## config.mk

```make
export PLATFORM = sky130hd
export DESIGN_NAME = axi_traffic_gen
export DESIGN_NICKNAME = d
export VERILOG_FILES = /design/src/rtl/axi_traffic_gen.sv
export SDC_FILE = /design/constraint.sdc
export NUM_CORES = 1
export LEC_CHECK = 0
export BUFFER_PORTS_ARGS = -buffer_cell sky130_fd_sc_hd__buf_2
export CAP_MARGIN = 20
export CORE_UTILIZATION = 45
export DETAILED_ROUTE_END_ITERATION = 6
export GPL_TIMING_DRIVEN = 0
export PLACE_DENSITY = 0.78
export SYNTH_ARGS = -nofsm -noshare
export SYNTH_HDL_FRONTEND = slang
export SYNTH_SLANG_ARGS = --single-unit
```

## constraint.sdc

```tcl
create_clock -name clk_i -period 3.4 [get_ports clk_i]
set_input_delay 0.68 -clock clk_i [delete_from_list [all_inputs] [get_ports clk_i]]
set_output_delay 0.68 -clock clk_i [all_outputs]
set_load 0.01 [all_outputs]
```

## src/rtl/axi_traffic_gen.sv

```systemverilog
// AXI4 traffic generator: writes an INCR burst of seed+beat words, reads it
// back, and counts beat/response mismatches against the expected pattern.
package axi_tg_pkg;

    typedef struct packed {
        logic        awvalid;
        logic [3:0]  awid;
        logic [15:0] awaddr;
        logic [7:0]  awlen;
        logic [2:0]  awsize;
        logic [1:0]  awburst;
        logic        wvalid;
        logic [31:0] wdata;
        logic [3:0]  wstrb;
        logic        wlast;
        logic        bready;
        logic        arvalid;
        logic [3:0]  arid;
        logic [15:0] araddr;
        logic [7:0]  arlen;
        logic [2:0]  arsize;
        logic [1:0]  arburst;
        logic        rready;
    } axi_mosi_t;

    typedef struct packed {
        logic        awready;
        logic        wready;
        logic        bvalid;
        logic [3:0]  bid;
        logic        arready;
        logic        rvalid;
        logic [3:0]  rid;
        logic [31:0] rdata;
        logic        rlast;
    } axi_miso_t;

endpackage

module axi_traffic_gen
    import axi_tg_pkg::*;
#(
    parameter logic [3:0]  ID      = 4'd0,
    parameter logic [15:0] MAX_ERR = 16'hFFFF
) (
    input  logic        clk_i,
    input  logic        rst_i,
    input  logic        start_i,
    input  logic [15:0] addr_i,
    input  logic [7:0]  len_i,
    input  logic [31:0] seed_i,
    output axi_mosi_t   m_axi_o,
    input  axi_miso_t   m_axi_i,
    output logic        busy_o,
    output logic        done_o,
    output logic        error_o,
    output logic [15:0] err_count_o
);

    typedef enum logic [2:0] {
        S_IDLE,
        S_AW,
        S_W,
        S_B,
        S_AR,
        S_R,
        S_DONE
    } state_t;

    state_t      state_q, state_d;
    logic [15:0] addr_q, addr_d;
    logic [7:0]  len_q, len_d;
    logic [31:0] seed_q, seed_d;
    logic [7:0]  beat_q, beat_d;
    logic        error_q, error_d;
    logic [15:0] err_cnt_q, err_cnt_d;

    logic [31:0] exp_data;
    logic        last_beat;
    logic        err_inc;

    always_ff @(posedge clk_i) begin
        if (rst_i) begin
            state_q   <= S_IDLE;
            addr_q    <= '0;
            len_q     <= '0;
            seed_q    <= '0;
            beat_q    <= '0;
            error_q   <= 1'b0;
            err_cnt_q <= '0;
        end else begin
            state_q   <= state_d;
            addr_q    <= addr_d;
            len_q     <= len_d;
            seed_q    <= seed_d;
            beat_q    <= beat_d;
            error_q   <= error_d;
            err_cnt_q <= err_cnt_d;
        end
    end

    assign exp_data  = seed_q + {24'd0, beat_q};
    assign last_beat = (beat_q == len_q);

    always_comb begin
        state_d   = state_q;
        addr_d    = addr_q;
        len_d     = len_q;
        seed_d    = seed_q;
        beat_d    = beat_q;
        error_d   = error_q;
        err_cnt_d = err_cnt_q;
        err_inc   = 1'b0;

        // Payload is driven from captured registers so it stays stable
        // for as long as the matching VALID is held.
        m_axi_o         = '0;
        m_axi_o.awid    = ID;
        m_axi_o.awaddr  = addr_q;
        m_axi_o.awlen   = len_q;
        m_axi_o.awsize  = 3'b010;
        m_axi_o.awburst = 2'b01;
        m_axi_o.wdata   = exp_data;
        m_axi_o.wstrb   = 4'hF;
        m_axi_o.wlast   = last_beat;
        m_axi_o.arid    = ID;
        m_axi_o.araddr  = addr_q;
        m_axi_o.arlen   = len_q;
        m_axi_o.arsize  = 3'b010;
        m_axi_o.arburst = 2'b01;

        unique case (state_q)
            S_IDLE: begin
                if (start_i) begin
                    state_d = S_AW;
                    addr_d  = addr_i;
                    len_d   = len_i;
                    seed_d  = seed_i;
                    beat_d  = '0;
                    error_d = 1'b0;
                end
            end
            S_AW: begin
                m_axi_o.awvalid = 1'b1;
                if (m_axi_i.awready) state_d = S_W;
            end
            S_W: begin
                m_axi_o.wvalid = 1'b1;
                if (m_axi_i.wready) begin
                    if (last_beat) state_d = S_B;
                    else           beat_d  = beat_q + 8'd1;
                end
            end
            S_B: begin
                m_axi_o.bready = 1'b1;
                if (m_axi_i.bvalid) begin
                    state_d = S_AR;
                    err_inc = (m_axi_i.bid != ID);
                end
            end
            S_AR: begin
                m_axi_o.arvalid = 1'b1;
                beat_d          = '0;
                if (m_axi_i.arready) state_d = S_R;
            end
            S_R: begin
                m_axi_o.rready = 1'b1;
                if (m_axi_i.rvalid) begin
                    err_inc = (m_axi_i.rdata != exp_data) ||
                              (m_axi_i.rid != ID) ||
                              (m_axi_i.rlast != last_beat);
                    if (last_beat) state_d = S_DONE;
                    else           beat_d  = beat_q + 8'd1;
                end
            end
            S_DONE: begin
                state_d = S_IDLE;
            end
            default: begin
                state_d = S_IDLE;
            end
        endcase

        if (err_inc) begin
            error_d = 1'b1;
            if (err_cnt_q < MAX_ERR) err_cnt_d = err_cnt_q + 16'd1;
        end
    end

    assign busy_o      = (state_q != S_IDLE);
    assign done_o      = (state_q == S_DONE);
    assign error_o     = error_q;
    assign err_count_o = err_cnt_q;

endmodule

```

==> results.json, run 1 <==
{
  "status": "finished, violations left",
  "violations": "negative setup slack",
  "fin_setup_tns_ns": -1.58,
  "fin_util": 0.667,
  "crit_type": "reg -> reg",
  "cts-root-buf": "clkbuf_16",
  "crit-reg2reg-launch": "beat_q[0]$_SDFFE_PP0P_",
  "ys_seq_area_frac": 0.284,
  "yosys.area.top_type": "dfxtp_1",
  "end_kind": "register",
  "detail_route.vias_per_cell": 5.24,
  "fmax_ghz": 0.283,
  "die_x_um": 117,
  "antenna_found_initial": 0,
  "swShare": 0.391,
  "hold_start": "addr_q[0]$_SDFFE_PP0P_",
  "worstHoldPathCells": 2,
  "p_clk_frac": 0.247,
  "dieArea_mm2": 0.0136,
  "die_h_um": 117,
  "firstDrtPassIters": 5,
  "switching_power_uw": 1590,
  "dp_cells": 1181,
  "dominantRegCellSynth": "dfxtp_1",
  "clock_latency_ns": 0.35,
  "clk_path_buf_depth": 2,
  "worst_pin_slew_ns": 0.672,
  "coreArea_mm2": 0.0127,
  "timing.final.crit_share": 1.04,
  "final_hold_viol_count": 0,
  "seqPwrFrac": 0.318,
  "r2r-end": "err_count_o[0]$_SDFFE_PP0P_",
  "ioPinCount": 232,
  "cp_max_fo": 5,
  "synth_cell_types": 74,
  "avgRoutedWirePerCell_um": 15.5,
  "final_nets": 1181,
  "grt_use_total": 0.271,
  "hp-class": "reg -> reg",
  "ant_nets": 0,
  "wl_um": 19300,
  "initial_core_util": 0.466,
  "gp_congestion": 0.950,
  "final_cells": 1244,
  "place_hpwl_um": 13700,
  "clock_skew_ns": 0.00756,
  "synthArstFlopShare": 0,
  "whs_ns": 0.469,
  "r2r_cells": 13,
  "finalMaxSlewViolations": 0,
  "setup_viol": 18,
  "rsz0062_at_grt": "true",
  "yosys.area.top_type_share": 0.284,
  "grt_overflow": 0,
  "post-place-ws_ns": -0.742,
  "crit_arrival_ns": 3.77,
  "dr_total_vias": 6514,
  "reg2reg_slack_ns": -0.13,
  "syn_to_final_growth_pct": 43.1,
  "setup_ws_ns": -0.130,
  "syn_inst": 780,
  "drt-initial-drc-count": 372,
  "synth-edff-count": 0,
  "ys_ff_latch": 84,
  "portBuffers": 209,
  "p_int_uw": 2470,
  "grt_pass1_vias": 5795,
  "ir_worst_vdd_v": 0.000389,
  "startpoint_type": "register",
  "p_leak_uw": 0.00379,
  "tritoncts": "built",
  "drcViolationCount": 0,
  "path_clk_slew_ns": 0.07,
  "numCtsBuffers": 9,
  "relSlewSlack": 0.552,
  "htree_levels": 3,
  "yosysWarnings": 0,
  "maxCapViolations": 0,
  "grt_first_pass_wirelength_um": 28400,
  "grt_max_degree": 15,
  "rows": 41,
  "synth_area_leaders": "dfxtp_1 (28%), nand2_1 (9.7%), xnor2_1 (6.5%), a21oi_1 (6.4%), buf_4 (6.3%)",
  "p_comb_frac": 0.436,
  "min_period_ns": 3.53,
  "syn_area_mm2": 0.00593,
  "ctsHoldBuffers": 0,
  "avgSynthCellArea_um2": 7.60,
  "cp.required_ns": 3.64,
  "cts.sinks": 84,
  "p_per_area_mw_per_mm2": 479,
  "hold_end": "addr_q[0]$_SDFFE_PP0P_",
  "drive_gt1_frac": 0.403
}
## area by class of cell
class	count	area, um^2
Clock inverter	5	61.3
Fill cell	1116	4240
Multi-Input combinational cell	607	4140
Antenna cell	2	5.00
Clock buffer	11	233
Timing Repair Buffer	256	1460
Inverter	15	56.3
Buffer	92	608
Tap cell	172	215
Sequential cell	84	1710
## through the flow
step	cell area, um^2	total power, uW
2_1_floorplan	6040	2350
3_3_place_gp	7300	2870
3_5_place_dp	7300	2890
4_1_cts	7950	3960
5_1_grt	8480	4300
6_report	8480	4060
## logic make-up after synthesis
| family | after synthesis | share of synthesized area |
|---|---|---|
| and+or+nand+nor | 344 | 0.289 |
| AOI/OAI and AO/OA | 145 | 0.157 |
| buffers and inverters | 109 | 0.107 |
| DFF | 84 | 0.284 |
| xor gates and xnor gates | 72 | 0.109 |
| muxes | 13 | 0.0287 |
| adders and majority gates | 11 | 0.0245 |
| other | 2 | 0.00127 |
## layout by cell type, fill, tap and decap left out, types with 12 or more instances in the layout
master    count
nor2_1       56
nand3_1      19
xor2_1       27
nand4_1      14
buf_2       213
inv_1        14
buf_4        90
nor2b_1      16
xnor2_1      42
nand2_1     148
a21oi_1      73
clkbuf_1     22
conb_1       22
buf_6        12
dfxtp_1      75
## synth_stat cells, types with 3 or more instances
library cell and count:
nand2_1 153, dfxtp_1 84, a21oi_1 76, nor2_1 60
buf_4 50, xnor2_1 44, xor2_1 27, clkbuf_1 23
nand3_1 22, nor2b_1 16, inv_1 15, nand4_1 14
buf_2 11, ha_1 10, o21ai_0 10, or4_1 10
mux2_4 8, nor3_1 8, o31ai_1 8, and3_1 7
nand2b_1 7, nor4_1 7, buf_1 6, o22ai_1 6
or3_1 6, a211oi_1 5, mux2i_1 5, nor4_2 5
or2_2 5, a21o_1 4, and2_1 4, a2111oi_0 3
a22oi_1 3, buf_6 3, nor3_2 3, nor3b_1 3
## metal layers
metal | share of wire | GRT usage
met5 | 0 | 0
met3 | 0.086 | 0.0675
met1 | 0.41 | 0.327
met2 | 0.48 | 0.471
met4 | 0.021 | 0.0886
## how the worst max path moves through the flow
stage / from / end / slack, ns / cells after the start
floorplan: beat_q[4]$_SDFFE_PP0P_ / err_count_o[13]$_SDFFE_PP0P_ / 0.005 / 13
global placement: beat_q[0]$_SDFFE_PP0P_ / err_count_o[4]$_SDFFE_PP0P_ / -0.76 / 13
detailed placement: beat_q[0]$_SDFFE_PP0P_ / err_count_o[14]$_SDFFE_PP0P_ / -0.74 / 13
CTS: beat_q[0]$_SDFFE_PP0P_ / err_count_o[5]$_SDFFE_PP0P_ / -0.21 / 13
global route: beat_q[6]$_SDFFE_PP0P_ / err_count_o[14]$_SDFFE_PP0P_ / -0.23 / 14
finish: beat_q[0]$_SDFFE_PP0P_ / err_count_o[0]$_SDFFE_PP0P_ / -0.13 / 13
## registers in the layout, summed over array words and instances, names as in the netlist
signal	flops
addr_q	16
error_o	1
len_q	8
state_q	3
err_count_o	16
beat_q	8
seed_q	32
## critical path: stages, from the launching register on
cell and delay (ns):
dfxtp_4 0.36, ha_4 0.16, fa_2 0.37, a21oi_4 0.22, o221a_4 0.25, nor2_4 0.05, a31o_2 0.23, or4_4 0.43
or4_4 0.52, nor4_4 0.16, buf_6 0.19, buf_6 0.14, nor2_4 0.04, mux2_4 0.29
## power by group through the flow
| stage | clock network, uW | registers [uW] | logic [uW] |
|---|---|---|---|
| final | 1000 | 1290 | 1770 |
| after global routing | 1050 | 1310 | 1950 |
| after CTS | 1020 | 1270 | 1670 |
| after detailed placement | 0 | 1290 | 1600 |
| after global placement | 0 | 1290 | 1590 |
| after floorplan | 0 | 1280 | 1070 |
## repair_timing
item                                    in CTS  in global routing
buffers inserted                            18                 28
endpoints found under the hold margin        0                  0
cloned                                       1                  0
resized for setup                           48                 64
endpoints found under the setup margin      22                 23
pin swaps                                   21                 29
No activity file was read; power rests on OpenSTA's default activity.
==> run 2, diff against run 1 <==
- SETUP_SLACK_MARGIN: not set -> 0.2
==> run 2 against run 1 <==
The run still ends with negative setup slack left. Worst setup slack worse by 0.16 ns. Sequential cell count stayed put. Largest power group unchanged. Clock power is 20% higher. Total power is 4.2% higher.
==> results.json, run 2 (synthesis results as in run 1) <==
{
  "relSlewSlack": 0.584,
  "crit-reg2reg-launch": "seed_q[4]$_SDFFE_PP0P_",
  "worst-path-buf-inv": 4,
  "min_period_ns": 3.69,
  "status": "finished, violations left",
  "end_kind": "register",
  "ctsHoldBuffers": 0,
  "crit_slowest_cell": "or4_1",
  "whs_ns": 0.471,
  "finalMaxSlewViolations": 0,
  "final_cells": 1242,
  "clock_skew_ns": 0.00464,
  "detail_route.vias_per_cell": 5.27,
  "max_stage_delay_ns": 0.44,
  "clk_path_buf_depth": 2,
  "htree_levels": 3,
  "swShare": 0.368,
  "switching_power_uw": 1560,
  "ant_nets": 0,
  "setup_ws_ns": -0.294,
  "num_antenna_cells": 0,
  "final_hold_viol_count": 0,
  "ir_worst_vdd_v": 0.000356,
  "worst_pin_slew_ns": 0.615,
  "coreArea_mm2": 0.0127,
  "startpoint_type": "register",
  "final_nets": 1181,
  "path_clk_slew_ns": 0.06,
  "reg2reg_slack_ns": -0.29,
  "dp_cells": 1181,
  "tritoncts": "built",
  "startpoint": "seed_q[4]$_SDFFE_PP0P_",
  "grt_use_total": 0.271,
  "place_hpwl_um": 14400,
  "setup_viol": 17,
  "p_int_uw": 2670,
  "cp.required_ns": 3.62,
  "post-place-ws_ns": -0.817,
  "drive_gt1_frac": 0.400,
  "firstDrtPassIters": 5,
  "grt_overflow": 0,
  "drcViolationCount": 0,
  "grt_first_pass_wirelength_um": 28300,
  "fin_setup_tns_ns": -3.97,
  "gp_congestion": 1.01,
  "worstPathCellList": "ha_4 -> a21oi_4 -> nand2_2 -> o21ai_4 -> buf_6 -> clkbuf_2 -> nor4b_1 -> or4_1 -> a311oi_1 -> nand4_1 -> nor4_4 -> buf_6 -> buf_8 -> nor3_2 -> mux2_4",
  "drt-initial-drc-count": 453,
  "die_h_um": 117,
  "placed_area_mm2": 0.00739,
  "initial_core_util": 0.466,
  "violations": "negative setup slack",
  "mostFrequentLayoutCell": "buf_2",
  "ioPinCount": 232,
  "cts.sinks": 84,
  "grt_pass1_vias": 5548,
  "numCtsBuffers": 9,
  "crit_family": "simple AND/OR/NAND/NOR gates",
  "hold_start": "addr_q[7]$_SDFFE_PP0P_",
  "p_per_area_mw_per_mm2": 497,
  "portBuffers": 209,
  "r2r_cells": 15,
  "grt_max_degree": 15,
  "cp_max_fo": 6,
  "cpMostUsedCell": "buf_6",
  "p_clk_frac": 0.284,
  "rows": 41,
  "rsz0062_at_grt": "true",
  "seqPwrFrac": 0.304,
  "clock_latency_ns": 0.34,
  "p_comb_frac": 0.413,
  "crit_cells": 15,
  "regMostFlops": "seed_q",
  "timing.final.crit_share": 1.09,
  "dr_total_vias": 6546,
  "maxCapViolations": 0,
  "fin_area_mm2": 0.00852,
  "dieArea_mm2": 0.0136,
  "avgRoutedWirePerCell_um": 15.7,
  "die_x_um": 117,
  "crit_arrival_ns": 3.92,
  "fmax_ghz": 0.271,
  "r2r-end": "err_count_o[11]$_SDFFE_PP0P_",
  "crit_type": "reg -> reg",
  "largest_reg_flops": 32,
  "wl_um": 19400,
  "cts-root-buf": "clkbuf_16",
  "layout_common_cells": "buf_2 (215), nand2_1 (149), buf_4 (83), a21oi_1 (74), dfxtp_1 (73)",
  "hp-class": "reg -> reg",
  "antenna_found_initial": 0,
  "syn_to_final_growth_pct": 43.6,
  "fillers": 1102,
  "p_leak_uw": 0.00382,
  "crit_path_end": "err_count_o[11]$_SDFFE_PP0P_"
}
## run 2: worst min-delay path by stage
stage / to / slack, ns / depth (start not counted)
6_report: addr_q[7]$_SDFFE_PP0P_ / 0.47 / 2
5_1_grt: addr_q[7]$_SDFFE_PP0P_ / 0.49 / 2
4_1_cts: addr_q[2]$_SDFFE_PP0P_ / 0.48 / 2
3_5_place_dp: seed_q[5]$_SDFFE_PP0P_ / 0.46 / 2
3_3_place_gp: seed_q[5]$_SDFFE_PP0P_ / 0.45 / 2
2_1_floorplan: seed_q[3]$_SDFFE_PP0P_ / 0.44 / 2
## run 2: stage by stage
stage	total power, uW	utilization
floorplan	2370	-
global placement	2910	0.581
detailed placement	2930	0.581
CTS	4200	0.645
global route	4470	0.669
finish	4230	0.669
## run 2: worst min-delay path: stages, from the launching register on
cell	delay [ns]
dfxtp_1	0.32
nand2_1	0.05
a21oi_1	0.05
## run 2: cell type report
cell class | count | area [um^2] | share of cell area
sequential | 84 | 1710 | 0.201
buffer | 94 | 619 | 0.0727
clock buffer | 10 | 229 | 0.0269
tap | 172 | 215 | 0.0253
multi-input combinational | 607 | 4090 | 0.481
timing repair buffer | 254 | 1460 | 0.171
inverter | 15 | 56.3 | 0.00661
clock inverter | 6 | 135 | 0.0159
## run 2: repair_timing
item / in CTS / in global routing
cloned: 1 / 0
pin swaps: 26 / 15
setup buffers: 22 / 22
endpoints found under the setup margin: 34 / 32
hold endpoints to repair: 0 / 0
resized for setup: 51 / 34
## run 2: power by group through the flow
stage / registers [uW] / clock network [uW] / logic [uW]
finish: 1290 / 1200 / 1750
global route: 1300 / 1250 / 1910
CTS: 1280 / 1220 / 1700
detailed placement: 1300 / 0 / 1630
global placement: 1300 / 0 / 1610
floorplan: 1290 / 0 / 1090
## run 2: per-layer routing
metal	vias up	GRT usage	wire length, um
met5	-	0	0
met4	0	0.103	570
met3	40	0.0499	1490
met2	328	0.469	9340
met1	2988	0.335	8040
li1	3190	-	-
==> run 3, diff against run 2 <==
==> constraint.sdc (replaced) <==
create_clock -name clk_i -period 3.4 [get_ports clk_i]
set_input_delay 0.17 -clock clk_i [delete_from_list [all_inputs] [get_ports clk_i]]
set_output_delay 0.17 -clock clk_i [all_outputs]
set_load 0.01 [all_outputs]
==> run 3 against run 2 <==
The run still ends with negative setup slack left. Clock-buffer cell count unchanged. Sequential share of layout area increased by 0.14 points. Critical path depth shrank 1. Global-route usage shrank 0.25 points. Die area stayed put. Sequential cell count did not move. Via count decreased by 1.5%. Clock skew increased by 0.00082 ns. Routed wire length shrank 0.45%. Final cell count shrank 0.89%.
==> results.json, run 3 (synthesis results as in run 1) <==
{
  "status": "finished, violations left",
  "violations": "negative setup slack",
  "gp_congestion": 1.01,
  "place_hpwl_um": 14400,
  "wl_met1_um": 8270,
  "numCtsBuffers": 9,
  "finalMaxSlewViolations": 0,
  "final_nets": 1170,
  "top_layer": "met4",
  "layout_common_cells": "buf_2 (216), nand2_1 (149), dfxtp_1 (77), buf_4 (75), a21oi_1 (73)",
  "grt_use_total": 0.269,
  "p_clk_frac": 0.285,
  "p_comb_frac": 0.411,
  "hold_end": "seed_q[10]$_SDFFE_PP0P_",
  "die_h_um": 117,
  "clk_path_buf_depth": 2,
  "wl_met3_um": 1280,
  "grt_pass1_vias": 5461,
  "cts-root-buf": "clkbuf_16",
  "largest_reg_flops": 32,
  "cp_max_fo": 5,
  "r2r-end": "err_count_o[11]$_SDFFE_PP0P_",
  "reg2reg_slack_ns": -0.26,
  "firstDrtPassIters": 4,
  "p_per_area_mw_per_mm2": 502,
  "grt_overflow": 0,
  "startpoint_type": "register",
  "worstHoldPathCells": 3,
  "end_kind": "register",
  "p_leak_uw": 0.00374,
  "post-place-ws_ns": -0.817,
  "hp-class": "in -> reg",
  "die_x_um": 117,
  "detail_route.vias_per_cell": 5.24,
  "syn_to_final_growth_pct": 42.0,
  "avgRoutedWirePerCell_um": 15.7,
  "min_period_ns": 3.66,
  "hold_start": "seed_i[10]",
  "initial_core_util": 0.466,
  "relSlewSlack": 0.581,
  "rsz0062_at_grt": "true",
  "drive_gt1_frac": 0.389,
  "timing.final.crit_share": 1.08,
  "antenna_found_initial": 0,
  "dieArea_mm2": 0.0136,
  "swShare": 0.371,
  "cts.sinks": 84,
  "crit_type": "reg -> reg",
  "htree_levels": 3,
  "path_clk_slew_ns": 0.06,
  "ir_worst_vdd_v": 0.000310,
  "tritoncts": "built",
  "maxCapViolations": 0,
  "dr_total_vias": 6446,
  "seqPwrFrac": 0.304,
  "fillers": 1116,
  "rows": 41,
  "wl_um": 19400,
  "crit_arrival_ns": 3.89,
  "drt-initial-drc-count": 432,
  "grt_max_degree": 15,
  "wl_met2_um": 9380,
  "grt_first_pass_wirelength_um": 27900,
  "ant_nets": 0,
  "clock_skew_ns": 0.00546,
  "crit-reg2reg-launch": "beat_q[0]$_SDFFE_PP0P_",
  "p_int_uw": 2660,
  "r2r_cells": 14,
  "final_hold_viol_count": 0,
  "setup_viol": 17,
  "startpoint": "beat_q[0]$_SDFFE_PP0P_",
  "ioPinCount": 232,
  "whs_ns": 0.0568,
  "portBuffers": 209,
  "switching_power_uw": 1570,
  "clock_latency_ns": 0.34,
  "fmax_ghz": 0.273,
  "mostFrequentLayoutCell": "buf_2",
  "worst_pin_slew_ns": 0.620,
  "regMostFlops": "seed_q",
  "ctsHoldBuffers": 0,
  "cp.required_ns": 3.63,
  "setup_ws_ns": -0.257,
  "num_antenna_cells": 0,
  "drcViolationCount": 0,
  "coreArea_mm2": 0.0127,
  "fin_util": 0.662
}
[run 3: changes by cell type in the layout (fill, tap and decap cells not counted), moves of 3 or more]
cell     before  now
ha_1          2    5
dfxtp_1      73   77
buf_4        83   75
buf_6        14   10
ha_4          7    4
xnor2_2       4    1
dfxtp_2       6    3
[run 3: worst max path at each step]
stage | slack [ns] | depth (start not counted) | endpoint
2_1_floorplan | 0.07 | 12 | err_count_o[13]$_SDFFE_PP0P_
3_3_place_gp | -0.82 | 13 | err_count_o[4]$_SDFFE_PP0P_
3_5_place_dp | -0.82 | 13 | err_count_o[5]$_SDFFE_PP0P_
4_1_cts | -0.21 | 13 | err_count_o[13]$_SDFFE_PP0P_
5_1_grt | -0.30 | 14 | err_count_o[5]$_SDFFE_PP0P_
6_report | -0.26 | 14 | err_count_o[11]$_SDFFE_PP0P_
[run 3: timing repair]
action,4_1_cts,5_1_grt
setup buffers,19,14
gates cloned,1,0
endpoints found under the setup margin,17,17
resized for setup,42,33
pin swaps,21,27
[run 3: power by group through the flow]
| stage | registers (uW) | logic (uW) | clock network (uW) |
|---|---|---|---|
| 3_3_place_gp | 1300 | 1610 | 0 |
| 4_1_cts | 1280 | 1690 | 1220 |
| 5_1_grt | 1300 | 1910 | 1250 |
| 6_report | 1280 | 1740 | 1210 |
| 3_5_place_dp | 1300 | 1630 | 0 |
| 2_1_floorplan | 1290 | 1090 | 0 |
[run 3: per-stage QoR]
step	TNS [ns]	cell area (um^2)	total power, uW	std cells
5_1_grt	-4.55	8420	4460	1231
6_report	-3.52	8420	4230	1231
3_5_place_dp	-12.25	7390	2930	1181
2_1_floorplan	0	6130	2370	800
3_3_place_gp	-12.25	7390	2910	1181
4_1_cts	-2.59	8130	4190	1217
[run 3: final cells by class]
cell class | count | area (um^2) | share of cell area
buffer | 94 | 607 | 0.0721
clock buffer | 10 | 229 | 0.0272
clock inverter | 6 | 135 | 0.0160
inverter | 15 | 56.3 | 0.00669
multi-input combinational | 607 | 4120 | 0.489
sequential | 84 | 1700 | 0.202
tap | 172 | 215 | 0.0256
timing repair buffer | 243 | 1360 | 0.161
[run 3: critical path, stage by stage, from the launching register on]
cell and delay [ns]:
dfxtp_4 0.35, ha_4 0.16, fa_2 0.37, a21oi_4 0.20
o221a_4 0.23, buf_6 0.10, nor2_4 0.03, a31o_4 0.21
or4_4 0.53, or4_4 0.52, nor4_4 0.16, buf_6 0.19
buf_8 0.14, nor3_2 0.05, mux2_4 0.30
[run 3: per-layer routing]
metal | vias up | GRT usage
li1 | 3175 | -
met1 | 2960 | 0.337
met2 | 277 | 0.464
met3 | 34 | 0.0474
met4 | 0 | 0.0937
met5 | - | 0
